### src/rtl/mcu_target_arbiter.sv
// MCU byte-link to per-target command router with latched interrupt aggregation.
// Optional build macro FRAME_TIMEOUT_EN adds an idle-in-frame abort counter.
module mcu_target_arbiter #(
   parameter int NUM_TARGETS    = 4,
   parameter int TIMEOUT_CYCLES = 1_000_000
) (
   input  logic                     clk,
   input  logic                     reset,
   input  logic                     spi_strobe,
   input  logic                     spi_start,
   input  logic [7:0]               spi_din,
   output logic [7:0]               spi_dout,
   output logic [NUM_TARGETS-1:0]   tgt_strobe,
   output logic                     tgt_start,
   output logic [7:0]               tgt_din,
   input  logic [8*NUM_TARGETS-1:0] tgt_dout,
   input  logic [NUM_TARGETS-1:0]   tgt_int,
   output logic                     int_out_n,
   output logic [NUM_TARGETS-1:0]   int_pending,
   output logic                     frame_abort
);

   typedef enum logic [2:0] {S_IDLE, S_HDR, S_FWD, S_LOCAL, S_DISCARD} state_t;

   if (NUM_TARGETS < 1 || NUM_TARGETS > 8 || TIMEOUT_CYCLES < 1) begin : g_param_check
      $error("mcu_target_arbiter: parameter out of range");
   end

   state_t                 r_state;
   logic [7:0]             r_sel;
   logic [NUM_TARGETS-1:0] r_int_hist;
   logic [NUM_TARGETS-1:0] r_snap;
   logic [NUM_TARGETS-1:0] w_onehot;
   logic [NUM_TARGETS-1:0] w_rise;
   logic [NUM_TARGETS-1:0] w_ack;
   logic                   w_ack_v;
   logic                   w_sel_valid;
   logic                   w_byte;
   logic                   w_timeout;
   logic [7:0]             w_fwd_dout;

   genvar gi;
   for (gi = 0; gi < NUM_TARGETS; gi++) begin : g_sel
      assign w_onehot[gi] = (r_sel == 8'(gi));
   end

   assign w_sel_valid = (r_sel < 8'(NUM_TARGETS));
   assign w_byte      = spi_strobe && !spi_start;
   assign w_rise      = tgt_int & ~r_int_hist;
   // Ack bytes are the header-following byte of an 0xFF frame and every byte after it.
   assign w_ack_v     = w_byte && (r_state == S_LOCAL || (r_state == S_HDR && r_sel == 8'hFF));
   assign w_ack       = w_ack_v ? spi_din[NUM_TARGETS-1:0] : '0;

   always_comb begin
      w_fwd_dout = 8'h00;
      for (int i = 0; i < NUM_TARGETS; i++) begin
         if (w_onehot[i]) w_fwd_dout = tgt_dout[8*i +: 8];
      end
   end

   always_comb begin
      spi_dout = 8'h00;
      case (r_state)
         S_FWD:   spi_dout = w_fwd_dout;
         S_HDR:   spi_dout = 8'h5A;
         S_LOCAL: spi_dout = 8'(r_snap);
         default: spi_dout = 8'h00;
      endcase
   end

`ifdef FRAME_TIMEOUT_EN
   logic [31:0] r_cnt;
   logic        r_abort;

   assign w_timeout   = (r_state != S_IDLE) && !spi_strobe && (r_cnt == 32'(TIMEOUT_CYCLES - 1));
   assign frame_abort = r_abort;

   always_ff @(posedge clk or posedge reset) begin
      if (reset) begin
         r_cnt   <= '0;
         r_abort <= 1'b0;
      end else begin
         r_abort <= w_timeout;
         if (spi_strobe || w_timeout || r_state == S_IDLE) r_cnt <= '0;
         else                                               r_cnt <= r_cnt + 32'd1;
      end
   end
`else
   assign w_timeout   = 1'b0;
   assign frame_abort = 1'b0;
`endif

   always_ff @(posedge clk or posedge reset) begin
      if (reset) begin
         r_state    <= S_IDLE;
         r_sel      <= 8'h00;
         tgt_strobe <= '0;
         tgt_start  <= 1'b0;
         tgt_din    <= 8'h00;
      end else begin
         tgt_strobe <= '0;
         if (spi_strobe && spi_start) begin
            r_sel   <= spi_din;
            r_state <= S_HDR;
         end else if (w_byte) begin
            case (r_state)
               S_HDR: begin
                  if (w_sel_valid) begin
                     tgt_strobe <= w_onehot;
                     tgt_start  <= 1'b1;
                     tgt_din    <= spi_din;
                     r_state    <= S_FWD;
                  end else if (r_sel == 8'hFF) begin
                     r_state <= S_LOCAL;
                  end else begin
                     r_state <= S_DISCARD;
                  end
               end
               S_FWD: begin
                  tgt_strobe <= w_onehot;
                  tgt_start  <= 1'b0;
                  tgt_din    <= spi_din;
               end
               default: ;
            endcase
         end else if (w_timeout) begin
            r_state <= S_IDLE;
         end
      end
   end

   // A rising request in the same cycle as its ack leaves the bit set.
   always_ff @(posedge clk or posedge reset) begin
      if (reset) begin
         r_int_hist  <= '0;
         r_snap      <= '0;
         int_pending <= '0;
         int_out_n   <= 1'b1;
      end else begin
         r_int_hist  <= tgt_int;
         int_pending <= (int_pending & ~w_ack) | w_rise;
         int_out_n   <= ~|int_pending;
         if (w_ack_v) r_snap <= int_pending;
      end
   end

endmodule

### config.mk
export PLATFORM = sky130hd
export DESIGN_NAME = mcu_target_arbiter
export DESIGN_NICKNAME = d
export VERILOG_FILES = /design/src/rtl/mcu_target_arbiter.sv
export SDC_FILE = /design/constraint.sdc
export NUM_CORES = 1
export LEC_CHECK = 0
export ABC_AREA = 1
export BUFFER_PORTS_ARGS = -buffer_cell sky130_fd_sc_hd__buf_4
export CORE_MARGIN = 1
export CORE_UTILIZATION = 45
export CTS_CLUSTER_SIZE = 24
export DETAILED_ROUTE_END_ITERATION = 10
export PLACE_DENSITY = 0.84
export SLEW_MARGIN = 0
export SYNTH_ARGS = -nofsm -noshare
export SYNTH_HDL_FRONTEND = slang
export SYNTH_SLANG_ARGS = --single-unit
### constraint.sdc
create_clock -name clk -period 3.8 [get_ports clk]
set_input_delay 0.19 -clock clk [delete_from_list [all_inputs] [get_ports clk]]
set_output_delay 0.19 -clock clk [all_outputs]
set_load 0.02 [all_outputs]
==> run summary <==
Critical path
• startpoint of the worst-slack reg-to-reg timing path: r_state[2]
• Crit Path Max Fanout: 15
• Critical Path End Type: output port
• crit path kind: reg -> out
• required time at the endpoint of the critical path: 3.61 ns
• Worst setup startpoint: r_sel[4]
• arrival time of data at the critical path endpoint: 1.81 ns
• type of origin of the critical path: flip-flop

Detailed routing
• Antenna Nets Post-Route: 0
• number of vias per cell after detailed routing: 4.88
• number of DRC markers in iteration 0: 87
• routed vias: 1851
• wire length per cell: 12.3 µm
• drt first pass iters: 4
• final wirelength: 4650 µm
• residual DRC count: 0

Synthesis
• Synth Warn #: 0
• Area contributors post-synth: sky130_fd_sc_hd__dfrtp_1, sky130_fd_sc_hd__nand2_1, sky130_fd_sc_hd__nand3_1
• number of flops mapped to enable cells by yosys: 0
• Netlist cell types: 29
• register bit count reported by yosys: 37
• post-synthesis net count: 297
• leading area contributor after synthesis: sky130_fd_sc_hd__dfrtp_1
• cell count after synthesis: 249
• share of the synthesized area in the top cell type: 44.6%
• post-synthesis cell area: 0.00202 mm²
• average size of a mapped cell: 8.12 µm²
• post-synthesis sequential area ratio: 45.9%
• primary flip-flop cell chosen by synthesis mapping: sky130_fd_sc_hd__dfrtp_1
• async set-reset flop share out of synthesis: 100%
• most common cell in the netlist: sky130_fd_sc_hd__nand2_1
• commonest cells in the synthesized netlist: sky130_fd_sc_hd__nand2_1, sky130_fd_sc_hd__dfrtp_1, sky130_fd_sc_hd__nand3_1

Floorplan
• IO Pins: 75
• total number of placement rows: 24
• height of the die: 69.0 µm
• overall die area: 0.00476 mm²
• placeable core area: 0.00432 mm²
• x dimension of the die: 69.0 µm
• Initial Utilization: 46.7%

Timing
• final cycle utilization of the critical path: 52.6%
• post-layout min period: 2.00 ns
• transition time at the pin with the least slew margin: 0.591 ns
• final number of max-transition violations: 0
• number of hold violations in the final report: 0
• maximum achievable frequency: 500 MHz
• Slew headroom: 60.4%
• post-route setup TNS: 0 ns
• total setup violations reported at the end of the flow: 0
• worst clock skew: 0.00958 ns
• setup repair after global routing missed its margin: false

Layout
• Multi-input gate area: 932 µm²
• share of cells above drive strength 1: 34.3%
• area used by sequential logic in the layout: 927 µm²
• area added between synthesis and finish: 32.6%
• ant diodes: 0
• NumNets Final: 374
• Design Area, Final: 0.00268 mm²
• final-layout fill cell count: 401

Hold path
• kind of path behind the tightest hold check: in -> async

Global route
• antenna violations before repair: 0
• remaining global-route overflow: 0
• global-route wire length before repair: 7780 µm
• pin count of the biggest net entering global routing: 38
• global routing usage summed across all routing layers: 20.4%
• via count of the first global-routing pass: 1694

CTS
• TritonCTS clock tree: yes
• post-CTS setup-driven buffer insertion count: 0
• post-cts repair resize count: 0
• number of buffers created by CTS: 5
• number of levels in the clock H-tree: 2
• hold-fix buffers at CTS: 0
• clock sink count: 37
• clock insertion delay at the later pin of the skew report: 0.29 ns
• Longest Clk Path Bufs: 2
• clock transition at the registers of the reported paths: 0.07 ns
• clock tree root driver cell: sky130_fd_sc_hd__clkbuf_8

Run status
• status: finished clean

Power and ir drop
• Static Leakage: 1.46 nW
• largest vdd supply drop: 335 µV
• Cell Pwr Density: 505 mW/mm²
• total power: 1.35 mW

Place
• routability congestion estimate: 0.865
• DPL Wire Length: 3560 µm
• placed cell area: 0.00260 mm²
• number of input and output port buffers inserted: 73

Run
• count of max-cap constraint violations: 0

layout make-up:
type / instances / share of cell area (%)
Clock buffer: 8 / 2.99
Inverter: 28 / 4.44
Sequential cell: 37 / 34.6
Multi-Input combinational cell: 180 / 34.8
Timing Repair Buffer: 74 / 20.7
Tap cell: 52 / 2.43
worst max-delay path, cell delays in order (launching register included):
cell                      delay, ns
sky130_fd_sc_hd__dfrtp_1       0.42
sky130_fd_sc_hd__nor2_2        0.13
sky130_fd_sc_hd__nand2_2       0.12
sky130_fd_sc_hd__inv_2         0.23
sky130_fd_sc_hd__nand2_2       0.20
sky130_fd_sc_hd__o21ai_0       0.19
sky130_fd_sc_hd__nor2_1        0.07
sky130_fd_sc_hd__buf_4         0.15
cell usage in the layout, fill, tap and decap left out, drive strengths merged:
cell,synthesis,layout
inv,27,27
nor4,1,1
o21bai,5,5
a22oi,2,2
dfstp,1,1
conb,1,1
nand4,1,1
a21oi,3,3
nor2,20,20
nor3,1,1
nand3b,5,5
dfrtp,36,36
o21ai,25,25
clkbuf,1,8
nand3,26,26
buf,3,74
bufinv,1,1
nand2,90,90
worst paths after layout:
check | endpoint | slack, ns | cells after the start
worst max register to register | tgt_din[3] | 2.27 | 5
max in group asynchronous | int_out_n | 3.46 | 3
worst min register to register | int_out_n | 0.45 | 1
min in group clk | r_int_hist[2] | 0.02 | 1
worst max-delay path | spi_dout[7] | 1.80 | 7
worst min-delay path | tgt_din[1] | 0.005 | 3
registers in the layout (all words and copies together), names as in the netlist:
| signal | flops |
|---|---|
| r_sel | 8 |
| tgt_din | 8 |
| int_pending | 4 |
| r_int_hist | 4 |
| r_snap | 4 |
| tgt_strobe | 4 |
| r_state | 3 |
| int_out_n | 1 |
| tgt_start | 1 |
report_power, final:
part,total (mW),internal [mW],switching (mW),leakage (nW)
Clock,0.259,0.130,0.128,0.0395
Combinational,0.553,0.227,0.326,0.975
Sequential,0.541,0.481,0.0602,0.447
Total,1.35,0.839,0.515,1.46
cell families after synthesis:
family                 share of synthesized area [%]
buffers and inverters                           7.99
AOI/OAI and AO/OA                               12.3
and+or+nand+nor                                 33.6
DFF                                             45.9
other                                          0.186
stage by stage:
step | instances | hold WS [ns] | setup WS [ns] | utilization, %
2_1_floorplan | 249 | 0.221 | 2.32 | -
3_3_place_gp | 371 | 0.310 | 2.12 | 60.1
3_5_place_dp | 371 | 0.310 | 2.12 | 60.1
4_1_cts | 379 | 0.00941 | 1.80 | 62.0
5_1_grt | 379 | 0.00907 | 1.66 | 62.0
6_report | 379 | 0.00485 | 1.80 | 62.0
routing by layer:
layer / GRT usage [%] / vias up / part of all wire, %
li1: - / 953 / -
met1: 28.4 / 815 / 47
met2: 31.3 / 75 / 45
met3: 4.82 / 8 / 7.1
met4: 7.26 / 0 / 1.6
met5: 0 / - / 0
(Power assumes the default switching activity.)
